File: src/rtl/fetch_pkg.sv
// fetch_pkg: definitions shared by the instruction-fetch controller files.
//   fetch_state_t    : controller state (START, FETCH, HOLD) in a 2-bit enum
//   PC_INC           : byte increment between sequential instruction words
//   RESET_PC_DEFAULT : default PC loaded on reset
package fetch_pkg;

  typedef enum logic [1:0] {
    START = 2'd0,
    FETCH = 2'd1,
    HOLD  = 2'd2
  } fetch_state_t;

  localparam int          PC_INC           = 4;
  localparam logic [31:0] RESET_PC_DEFAULT = 32'h0000_0000;

endpackage

File: src/rtl/fetch_ctrl_if.sv
// fetch_ctrl_if: instruction-memory read bus between the fetch controller and
// the instruction memory.
//   imem_req   : read request (controller -> memory)
//   imem_addr  : read address (controller -> memory)
//   imem_ready : read data valid this cycle (memory -> controller)
//   imem_data  : instruction word (memory -> controller)
// Modports: master = fetch controller, slave = instruction memory.
interface fetch_ctrl_if #(
  parameter int PC_W = 32
);

  logic            imem_req;
  logic [PC_W-1:0] imem_addr;
  logic            imem_ready;
  logic [PC_W-1:0] imem_data;

  modport master (
    output imem_req,
    output imem_addr,
    input  imem_ready,
    input  imem_data
  );

  modport slave (
    input  imem_req,
    input  imem_addr,
    output imem_ready,
    output imem_data
  );

endinterface

File: src/rtl/fetch_skid_buf.sv
// fetch_skid_buf: one-entry buffer holding an instruction word and its PC
// while the decode stage is stalled.
//   clk, rst  : clock, synchronous active-low reset
//   load      : capture load_word/load_pc and mark the entry valid
//   clear     : invalidate the entry (wins over load)
//   load_word : instruction word to capture
//   load_pc   : PC of that word
//   valid     : entry holds a word
//   word, pc  : buffered word and its PC
module fetch_skid_buf #(
  parameter int PC_W = 32
) (
  input  logic            clk,
  input  logic            rst,
  input  logic            load,
  input  logic            clear,
  input  logic [PC_W-1:0] load_word,
  input  logic [PC_W-1:0] load_pc,
  output logic            valid,
  output logic [PC_W-1:0] word,
  output logic [PC_W-1:0] pc
);

  // A clear squashes any pending load so a redirect never leaves a stale
  // word behind.
  always_ff @(posedge clk) begin
    if (!rst) begin
      valid <= 1'b0;
      word  <= '0;
      pc    <= '0;
    end else if (clear) begin
      valid <= 1'b0;
    end else if (load) begin
      valid <= 1'b1;
      word  <= load_word;
      pc    <= load_pc;
    end
  end

endmodule

File: src/rtl/fetch_ctrl.sv
// fetch_ctrl: instruction-fetch controller feeding the IF/ID payload register.
// Fetches sequentially from instruction memory, parks a returning word in a
// one-entry skid buffer while decode stalls, and redirects on taken branches.
// Ports:
//   clk, rst   : clock, synchronous active-low reset
//   stall      : decode hazard, hold payload and PC
//   br_taken   : one-cycle redirect pulse from decode
//   br_pc      : PC of the branch in decode
//   br_offset  : signed word offset of the branch
//   imem       : instruction-memory bus (fetch_ctrl_if.master)
//   if_valid   : payload valid
//   if_pc      : payload PC
//   if_inst    : payload instruction
//   if_flush   : one-cycle pulse, payload squashed by a branch
// Build option: FETCH_DELAY_SLOT_EN keeps the word at br_pc+4 (the branch
// delay slot) as a valid payload instead of squashing it.
module fetch_ctrl
  import fetch_pkg::*;
#(
  parameter int            PC_W     = 32,
  parameter logic [PC_W-1:0] RESET_PC = PC_W'(RESET_PC_DEFAULT)
) (
  input  logic              clk,
  input  logic              rst,
  input  logic              stall,
  input  logic              br_taken,
  input  logic [PC_W-1:0]   br_pc,
  input  logic [PC_W-1:0]   br_offset,
  fetch_ctrl_if.master      imem,
  output logic              if_valid,
  output logic [PC_W-1:0]   if_pc,
  output logic [PC_W-1:0]   if_inst,
  output logic              if_flush
);

  fetch_state_t    state;
  logic [PC_W-1:0] pc;
  logic [PC_W-1:0] pc_next_seq;
  logic [PC_W-1:0] br_target;
  logic            redirect;
  logic            skid_load;
  logic            skid_clear;
  logic            skid_valid;
  logic [PC_W-1:0] skid_word;
  logic [PC_W-1:0] skid_pc;

  // Memory is only asked for a word while no word is parked in the skid.
  assign imem.imem_req  = (state == FETCH);
  assign imem.imem_addr = pc;

  assign pc_next_seq = pc + PC_W'(PC_INC);
  assign br_target   = br_pc + PC_W'(PC_INC) + (br_offset << 2);

  // A branch in START has no fetch to redirect, so it is ignored there.
  assign redirect = br_taken && (state != START);

  assign skid_load  = (state == FETCH) && !br_taken && imem.imem_ready && stall;
  assign skid_clear = redirect || ((state == HOLD) && !stall);

`ifdef FETCH_DELAY_SLOT_EN
  // The delay-slot word is either parked in the skid or returning right now.
  logic            ds_from_skid;
  logic            ds_from_mem;
  logic [PC_W-1:0] ds_slot_pc;

  assign ds_slot_pc   = br_pc + PC_W'(PC_INC);
  assign ds_from_skid = (state == HOLD) && skid_valid && (skid_pc == ds_slot_pc);
  assign ds_from_mem  = (state == FETCH) && imem.imem_ready && (pc == ds_slot_pc);
`endif

  fetch_skid_buf #(
    .PC_W (PC_W)
  ) u_skid (
    .clk       (clk),
    .rst       (rst),
    .load      (skid_load),
    .clear     (skid_clear),
    .load_word (imem.imem_data),
    .load_pc   (pc),
    .valid     (skid_valid),
    .word      (skid_word),
    .pc        (skid_pc)
  );

  // Controller FSM with registered payload outputs. A redirect outranks
  // stall and ready; HOLD releases its parked word in the same cycle the
  // stall drops so no bubble appears.
  always_ff @(posedge clk) begin
    if (!rst) begin
      state    <= START;
      pc       <= RESET_PC;
      if_valid <= 1'b0;
      if_pc    <= '0;
      if_inst  <= '0;
      if_flush <= 1'b0;
    end else begin
      if_flush <= 1'b0;
      case (state)
        START: begin
          state <= FETCH;
        end
        FETCH, HOLD: begin
          if (redirect) begin
            pc    <= br_target;
            state <= FETCH;
`ifdef FETCH_DELAY_SLOT_EN
            if (ds_from_skid) begin
              if_valid <= 1'b1;
              if_pc    <= skid_pc;
              if_inst  <= skid_word;
            end else if (ds_from_mem) begin
              if_valid <= 1'b1;
              if_pc    <= pc;
              if_inst  <= imem.imem_data;
            end else begin
              if_valid <= 1'b0;
              if_flush <= 1'b1;
            end
`else
            if_valid <= 1'b0;
            if_flush <= 1'b1;
`endif
          end else if (state == HOLD) begin
            if (!stall && skid_valid) begin
              if_valid <= 1'b1;
              if_pc    <= skid_pc;
              if_inst  <= skid_word;
              pc       <= pc_next_seq;
              state    <= FETCH;
            end
          end else if (imem.imem_ready) begin
            if (stall) begin
              state <= HOLD;
            end else begin
              if_valid <= 1'b1;
              if_pc    <= pc;
              if_inst  <= imem.imem_data;
              pc       <= pc_next_seq;
            end
          end else if (!stall) begin
            if_valid <= 1'b0;
          end
        end
        default: begin
          state <= START;
        end
      endcase
    end
  end

endmodule

File: src/flat_wrapper.sv
// flat-port wrapper written by rule: the top's interface ports become plain ports
module fetch_ctrl_flat import fetch_pkg::*;
#(
  parameter int            PC_W     = 32,
  parameter logic [PC_W-1:0] RESET_PC = PC_W'(RESET_PC_DEFAULT)
)
  (clk, rst, stall, br_taken, br_pc, br_offset, if_valid, if_pc, if_inst, if_flush, imem_imem_req, imem_imem_addr, imem_imem_ready, imem_imem_data);
  fetch_ctrl_if #(.PC_W(PC_W)) imem_i ();
  input  logic clk;
  input  logic rst;
  input  logic stall;
  input  logic br_taken;
  input  logic [PC_W-1:0] br_pc;
  input  logic [PC_W-1:0] br_offset;
  output logic if_valid;
  output logic [PC_W-1:0] if_pc;
  output logic [PC_W-1:0] if_inst;
  output logic if_flush;
  output wire logic [$bits(imem_i.imem_req)-1:0] imem_imem_req;
  output wire logic [$bits(imem_i.imem_addr)-1:0] imem_imem_addr;
  input wire logic [$bits(imem_i.imem_ready)-1:0] imem_imem_ready;
  input wire logic [$bits(imem_i.imem_data)-1:0] imem_imem_data;
  assign imem_imem_req = imem_i.imem_req;
  assign imem_imem_addr = imem_i.imem_addr;
  assign imem_i.imem_ready = imem_imem_ready;
  assign imem_i.imem_data = imem_imem_data;
  fetch_ctrl #(.PC_W(PC_W), .RESET_PC(RESET_PC)) u_core (.clk(clk), .rst(rst), .stall(stall), .br_taken(br_taken), .br_pc(br_pc), .br_offset(br_offset), .imem(imem_i), .if_valid(if_valid), .if_pc(if_pc), .if_inst(if_inst), .if_flush(if_flush));
endmodule
File: config.mk
export PLATFORM = sky130hd
export DESIGN_NAME = fetch_ctrl_flat
export DESIGN_NICKNAME = d
export VERILOG_FILES = /design/src/rtl/fetch_pkg.sv /design/src/rtl/fetch_ctrl_if.sv /design/src/rtl/fetch_skid_buf.sv /design/src/rtl/fetch_ctrl.sv /design/src/flat_wrapper.sv
export SDC_FILE = /design/constraint.sdc
export NUM_CORES = 1
export LEC_CHECK = 0
export ABC_AREA = 1
export CORE_AREA = 2 2 149 151
export DETAILED_ROUTE_END_ITERATION = 16
export DIE_AREA = 0 0 151 153
export PLACE_DENSITY_LB_ADDON = 0.2
export SLEW_MARGIN = 25
export SYNTH_ARGS = -nofsm -noshare
export SYNTH_HDL_FRONTEND = slang
export SYNTH_SLANG_ARGS = --single-unit
File: constraint.sdc
create_clock -name clk -period 2.48 [get_ports clk]
set_clock_uncertainty 0.2 [all_clocks]
set_input_delay 0.62 -clock clk [delete_from_list [all_inputs] [get_ports clk]]
set_output_delay 0.62 -clock clk [all_outputs]
set_load 0.01 [all_outputs]
==> results of run 1 <==
[metrics by stage]
stage	setup slack (ns)	setup TNS [ns]	hold slack [ns]	util, %
after floorplan	0.00283	0	0.247	-
after global placement	-0.688	-14.38	0.254	57.7
final	0.0496	0	0.266	67.7
after global routing	-0.0285	-0.0464	0.279	67.7
after detailed placement	-0.713	-15.30	0.258	57.7
after CTS	-0.0117	-0.0187	0.269	63.8
[what timing repair did]
action,4_1_cts,5_1_grt
setup buffers,4,5
pin swaps,58,85
endpoints found under the setup margin,23,27
endpoints found under the hold margin,0,0
resized for setup,142,178
[power groups by stage]
stage	Combinational [uW]	Clock (uW)	Sequential, uW
6_report	5450	2600	3760
5_1_grt	5930	2760	3830
4_1_cts	5050	2640	3750
3_5_place_dp	4730	0	3800
3_3_place_gp	4680	0	3790
2_1_floorplan	2380	0	3860
[synthesized netlist by cell type (3+ instances only)]
master    count  share of area [%]
xor2_1       18                1.7
xnor2_1       4               0.37
inv_2        10               0.39
buf_2        21                1.1
nand2_2       5               0.33
nor3_1        8               0.42
nand2_1     323                 13
nand3_1      60                3.1
o21bai_1      3               0.24
nand3b_1      5               0.39
o211ai_1      3               0.24
nand4_1       7               0.46
clkbuf_1     46                1.8
a31oi_1      70                4.6
o21ai_0     176                9.2
a211oi_1      3               0.24
inv_1        98                3.9
nor3_2        7               0.73
nor2_4        7               0.83
dfxtp_1     165                 35
ha_1         62                8.1
nor2_2        8               0.52
nor2_1      144                5.7
nand3_2       4               0.42
a21oi_1      95                5.0
[layer usage]
layer | routed length (um) | part of all wire (%) | track usage, %
met1 | 13800 | 43 | 35.1
met2 | 15600 | 48 | 43.2
met3 | 2080 | 6.4 | 4.18
met4 | 928 | 2.9 | 7.52
met5 | 0 | 0 | 0
[flip-flops by register name, summed over array words and instances, names as in the netlist]
name,cells
u_core.imem.imem_addr,32
u_core.if_valid,1
u_core.u_skid.valid,1
u_core.u_skid.pc,32
u_core.state,2
u_core.if_flush,1
u_core.if_pc,32
u_core.u_skid.word,32
u_core.if_inst,32
[area by class of cell]
type	instances	area (um2)
Timing Repair Buffer	303	2980
Sequential cell	165	3310
Clock buffer	17	425
Tap cell	280	350
Inverter	109	412
Fill cell	1750	6940
Clock inverter	15	159
Multi-Input combinational cell	1035	6910
[how the worst max path moves through the flow]
stage | slack (ns) | start | cells past startpoint | to
6_report | 0.05 | u_core.imem.imem_addr[7]$_SDFFE_PN0P_ | 1 | imem_imem_addr[7]
5_1_grt | -0.03 | br_pc[30] | 12 | u_core.imem.imem_addr[31]$_SDFFE_PN0P_
4_1_cts | -0.01 | br_offset[12] | 15 | u_core.imem.imem_addr[23]$_SDFFE_PN0P_
3_5_place_dp | -0.71 | br_pc[3] | 14 | u_core.imem.imem_addr[23]$_SDFFE_PN0P_
3_3_place_gp | -0.69 | br_pc[3] | 14 | u_core.imem.imem_addr[23]$_SDFFE_PN0P_
2_1_floorplan | 0.003 | br_pc[3] | 13 | u_core.imem.imem_addr[23]$_SDFFE_PN0P_
[logic make-up after synthesis]
kind of cell             count (synthesis)  share of synthesized area (%)
buffers and inverters                  181                           7.65
XOR/XNOR                                22                           2.02
AO/OA/AOI/OAI                          364                           20.8
adder cells (fa/ha/maj)                 63                           8.34
flip-flops                             165                           34.6
AND/OR/NAND/NOR                        586                           26.6
==> run_results.csv, run 1 <==
group,metric,value,unit
clock_tree,root_buffer,"clkbuf_16",
power,power_density,813,mW/mm2
clock_tree,ctsHtreeMaxLevel,4,
drt,viasPerCell,5.46,
global_route,grt_antenna_before_repair,0,
critical_path,r2r_slack,0.20,ns
power,seq_power_share,31.8,%
critical_path,startpoint_type,"flip-flop",
clock_tree,numCtsBuffers,17,
drt,vias,10508,
global_route,grt_use_total,26.1,%
drt,drt_iter0_drc,765,
critical_path,rr_worst_depth,10,
placement,gp_congestion,0.930,
die,io_pins,200,
critical_path,critical_path_required,1.66,ns
final_layout,nets,1795,
flow_run,max-cap-violations,0,
global_route,grt_pass1_vias,9611,
yosys,syn_nets,1545,
critical_path,end_kind,"primary output",
timing,tightest_slew,0.790,ns
drt,route.detailed.drc,0,
drt,routedWlPerCell,16.8,um
critical_path,critPathArrivalTime,1.61,ns
critical_path,r2r-end,"u_core.imem.imem_addr[22]$_SDFFE_PN0P_",
die,start_util,44.4,%
critical_path,crit_chain,"clkdlybuf4s50_1",
global_route,grt_pass1_wl,48900,um
yosys,yosysSeqAreaShare,34.6,%
final_layout,drive_gt1_share,24.5,%
placement,post-dp-hpwl,21200,um
placement,port_buffers,197,
yosys,synth_edf_count,0,
critical_path,worstPathMaxFanout,6,
power,leakage,0.00606,uW
critical_path,critPathTopFamily,"buffers and inverters",
critical_path,path_class,"flip-flop to primary output",
final_layout,fin_cells,1924,
final_layout,area_growth,52.5,%
timing,finalCriticalPeriod,2.43,ns
critical_path,cpPeakStageDelay,0.66,ns
drt,drt_pre_antenna_iters,7,
timing,fmax,0.411,GHz
power,max-vdd-ir-drop,571,uV
critical_path,critPathBufInv,1,
critical_path,crit_slowest_cell,"clkdlybuf4s50_1",
critical_path,r2r_start,"u_core.imem.imem_addr[3]$_SDFFE_PN0P_",
outcome,status,"complete, no violations",
placement,postPlaceCellArea,0.0124,mm2
yosys,netlist_area,0.00954,mm2
min_path,hold_start,"u_core.u_skid.word[6]$_SDFFE_PN0P_",
timing,drv_slew,0,
power,p_switching,4860,uW
timing,timing.slew.headroom,47.3,%
min_path,holdPathEnd,"u_core.if_inst[6]$_SDFFE_PN0P_",
min_path,hold_path_depth,2,
yosys,async_flop_share,0,%
final_layout,diodes,0,
drt,wl,32300,um
final_layout,layout_commonest_cell,"nand2_1",
die,die-area,0.0231,mm2
clock_tree,clk_pin_slew,0.07,ns
power,clock_power_share,22.0,%
yosys,avgSynthCellArea,6.91,um2
min_path,min_path_type,"flip-flop to flip-flop",
clock_tree,cts_tree,"built",
yosys,synthFlopType,"dfxtp_1",
global_route,grt_overflow,0,
power,total_power,11800,uW
timing,setup_violations,0,
final_layout,layout_common_cells,"273 x nand2_1, 166 x o21ai_0, 163 x dfxtp_1",
die,die_x,151,um
power,swShare,41.1,%
yosys,synth_cell_types,45,
die,rows,54,
clock_tree,clockBufferDepth,2,
die,core_area,0.0215,mm2
timing,fin_crit_sh,98.0,%
die,die_h,153,um
clock_tree,clk_latency,0.43,ns
clock_tree,cts_sinks,165,
global_route,grt_max_degree,67,
power,internal-power,6960,uW
final_layout,final_area,0.0145,mm2
yosys,synth-seq-cells,165,
power,pwr-share-comb,46.1,%
drt,ant_nets,0,
timing,hold_violations,0,
clock_tree,holdBufCountCts,0,
placement,placed_cells,1883,
yosys,yosysWarnings,0,
yosys,synth_cells,1381,
Power figures use the tool's default switching activity.
==> run 2, diff against run 1 <==
Settings changed: CORE_AREA 2 2 149 151 to 2 2 153 155, DIE_AREA 0 0 151 153 to 0 0 155 157, SYNTH_HIERARCHICAL set to 1, TNS_END_PERCENT set to 1.
==> run 2 against run 1 <==
  * The flow now finishes with violations (setup timing)
  * Non-clock buffer count rose by 24
  * Total power rose by 8.5%
  * Synthesized cell count rose by 12%
  * Sequential share of layout area fell by 0.85 points
  * First-iteration DRC count fell by 10%
  * Highest routed layer unchanged
==> run_results.csv, run 2 <==
group,metric,value,unit
global_route,grt_overflow,0,
critical_path,rr_worst_depth,10,
final_layout,layout_commonest_cell,"nand2_1",
final_layout,diodes,0,
critical_path,r2r-end,"u_core/imem.imem_addr[28]$_SDFFE_PN0P_",
final_layout,fin_cells,2116,
critical_path,critPathTopFamily,"simple AND/OR/NAND/NOR gates",
yosys,synth.top_cell.area_share,32.8,%
critical_path,crit_slowest_cell,"clkdlybuf4s50_1",
clock_tree,cts_sinks,165,
clock_tree,clk_pin_slew,0.07,ns
yosys,synth-seq-cells,165,
critical_path,worstPathMaxFanout,3,
outcome,status,"complete, but fails checks",
final_layout,nets,1982,
min_path,min_path_type,"flip-flop to flip-flop",
placement,placed_cells,2075,
critical_path,r2r_slack,0.15,ns
yosys,synth_edf_count,0,
power,total_power,12800,uW
final_layout,final_util,67.1,%
yosys,ys_top_cells_by_area,"dfxtp_1 33%, nand2_1 15%, ha_1 7.7%",
placement,post-dp-hpwl,22700,um
global_route,grt_pass1_wl,51100,um
yosys,syn_nets,1716,
yosys,yosysTopAreaCell,"dfxtp_1",
timing,setup_violations,12,
final_layout,area_growth,49.9,%
flow_run,max-cap-violations,0,
clock_tree,ctsHtreeMaxLevel,4,
critical_path,cpPeakStageDelay,0.40,ns
timing,hold_violations,0,
die,start_util,44.8,%
yosys,async_flop_share,0,%
global_route,grt_max_degree,47,
drt,routedWlPerCell,15.7,um
clock_tree,cts_tree,"built",
timing,timing.slew.headroom,65.3,%
timing,tightest_slew,0.521,ns
clock_tree,clk_latency,0.42,ns
clock_tree,holdBufCountCts,0,
timing,fin_ws,-0.0737,ns
final_layout,layout_common_cells,"359 x nand2_1, 169 x nor2_1, 165 x dfxtp_1",
die,die-area,0.0243,mm2
clock_tree,clockBufferDepth,2,
clock_tree,root_buffer,"clkbuf_16",
critical_path,end_kind,"flip-flop",
drt,drt_pre_antenna_iters,5,
power,max-vdd-ir-drop,452,uV
yosys,synth_cells,1552,
critical_path,cp-startpoint,"br_pc[19]",
yosys,synth_most_common_cell,"nand2_1",
yosys,netlist_area,0.0101,mm2
die,io_pins,200,
placement,port_buffers,197,
timing,finalCriticalPeriod,2.55,ns
clock_tree,numCtsBuffers,17,
critical_path,critPathMostFrequentCell,"nand2_1",
critical_path,path_class,"input port to flip-flop",
yosys,yosysWarnings,6,
die,die_h,157,um
placement,gp_congestion,0.954,
global_route,grt_antenna_before_repair,0,
critical_path,crit_chain,"clkdlybuf4s50_1, ha_1, ha_4, nand2_2, nor2_2, inv_1, buf_4, nor3_1, nand2_1, nand2_1, nand2_1, nand3_1, a21oi_1",
yosys,synthFlopType,"dfxtp_1",
critical_path,critPathBufInv,3,
die,core_area,0.0225,mm2
die,die_x,155,um
drt,route.detailed.drc,0,
yosys,yosysSeqAreaShare,32.8,%
die,rows,55,
critical_path,r2r_start,"u_core/state[0]$_SDFFE_PN0P_",
global_route,grt_pass1_vias,10313,
critical_path,critPathArrivalTime,2.66,ns
drt,drt_iter0_drc,685,
drt,vias,11120,
drt,ant_nets,0,
timing,drv_slew,0,
power,power_density,849,mW/mm2
power,leakage,0.00649,uW
timing,rsz0062_at_grt,"true",
timing,fin_crit_sh,103,%
outcome,failed_checks,"setup timing",
drt,viasPerCell,5.26,
global_route,grt_use_total,25.6,%
timing,fmax,0.392,GHz
critical_path,critical_path_required,2.59,ns
final_layout,drive_gt1_share,20.6,%
drt,wl,33200,um
critical_path,worst-path-stages,13,
yosys,synth_common_cells,"414 x nand2_1, 191 x nor2_1, 165 x dfxtp_1, 165 x inv_1, 121 x nand3_1",
yosys,avgSynthCellArea,6.49,um2
critical_path,startpoint_type,"input port",
yosys,synth_cell_types,38,
critical_path,worstSetupEndpoint,"u_core/imem.imem_addr[28]$_SDFFE_PN0P_",
run 2: changes by cell type after synthesis, moves of 8 or more:
cell | previous run | this run
nand3_1 | 60 | 121
inv_1 | 98 | 165
buf_6 | 2 | 12
nor2_1 | 144 | 191
o21ai_0 | 176 | 68
nand2_1 | 323 | 414
clkbuf_1 | 46 | 30
buf_1 | 0 | 8
inv_2 | 10 | 2
a21oi_1 | 95 | 82
o21ai_1 | 2 | 48
run 2: stage by stage:
stage          setup TNS, ns  instance area (um2)  setup slack (ns)  hold slack, ns
3_3_place_gp          -14.44                13100            -0.636           0.262
3_5_place_dp          -15.12                13100            -0.676           0.269
2_1_floorplan              0                10100           0.00564           0.252
4_1_cts               -0.269                14200           -0.0340           0.274
6_report              -0.295                15100           -0.0737           0.276
5_1_grt                -1.71                15100            -0.167           0.303
run 2: worst min-delay path: stages (launching register included):
cell,delay [ns]
dfxtp_1,0.31
nand2_1,0.06
a31oi_1,0.07
run 2: cell type report:
| type | count | area, um2 |
|---|---|---|
| Sequential cell | 165 | 3300 |
| Clock inverter | 15 | 176 |
| Clock buffer | 17 | 425 |
| Fill cell | 1901 | 7400 |
| Tap cell | 285 | 357 |
| Timing Repair Buffer | 327 | 3220 |
| Inverter | 167 | 629 |
| Multi-Input combinational cell | 1140 | 6990 |
run 2: report_power, final:
part | switching (uW) | total, uW | internal [uW]
sequential | 580 | 3790 | 3210
clock | 1250 | 2700 | 1450
combinational | 3470 | 6330 | 2860
total | 5310 | 12800 | 7520
run 2: per-layer routing:
metal	track usage (%)	share of wire, %
met5	0	0
met4	8.20	2.8
met3	3.11	5.1
met2	44.5	48
met1	33.3	44
run 2: worst min path at each step:
stage | slack, ns | start | to | depth (start not counted)
finish | 0.28 | u_core/u_skid/pc[9]$_SDFFE_PN0P_ | u_core/if_pc[9]$_SDFFE_PN0P_ | 2
detailed placement | 0.27 | u_core/u_skid/word[0]$_SDFFE_PN0P_ | u_core/if_inst[0]$_SDFFE_PN0P_ | 2
global placement | 0.26 | u_core/u_skid/word[8]$_SDFFE_PN0P_ | u_core/u_skid/word[8]$_SDFFE_PN0P_ | 2
CTS | 0.27 | u_core/u_skid/pc[31]$_SDFFE_PN0P_ | u_core/if_pc[31]$_SDFFE_PN0P_ | 2
floorplan | 0.25 | u_core/u_skid/pc[30]$_SDFFE_PN0P_ | u_core/if_pc[30]$_SDFFE_PN0P_ | 2
global route | 0.30 | u_core/u_skid/pc[15]$_SDFFE_PN0P_ | u_core/if_pc[15]$_SDFFE_PN0P_ | 2
run 2: kinds of logic after synthesis:
logic type               Yosys count  share of synthesized area, %
AO/OA/AOI/OAI                    279                          15.1
XOR/XNOR                          20                          1.74
adder cells (fa/ha/maj)           63                          7.90
buffers and inverters            247                          10.5
flip-flops                       165                          32.8
AND/OR/NAND/NOR                  778                          32.0
run 2: repair_timing:
item / 4_1_cts / 5_1_grt
endpoints found under the hold margin: 0 / 0
endpoints found under the setup margin: 23 / 37
setup buffers: 1 / 8
resized for setup: 101 / 184
pin swaps: 35 / 96
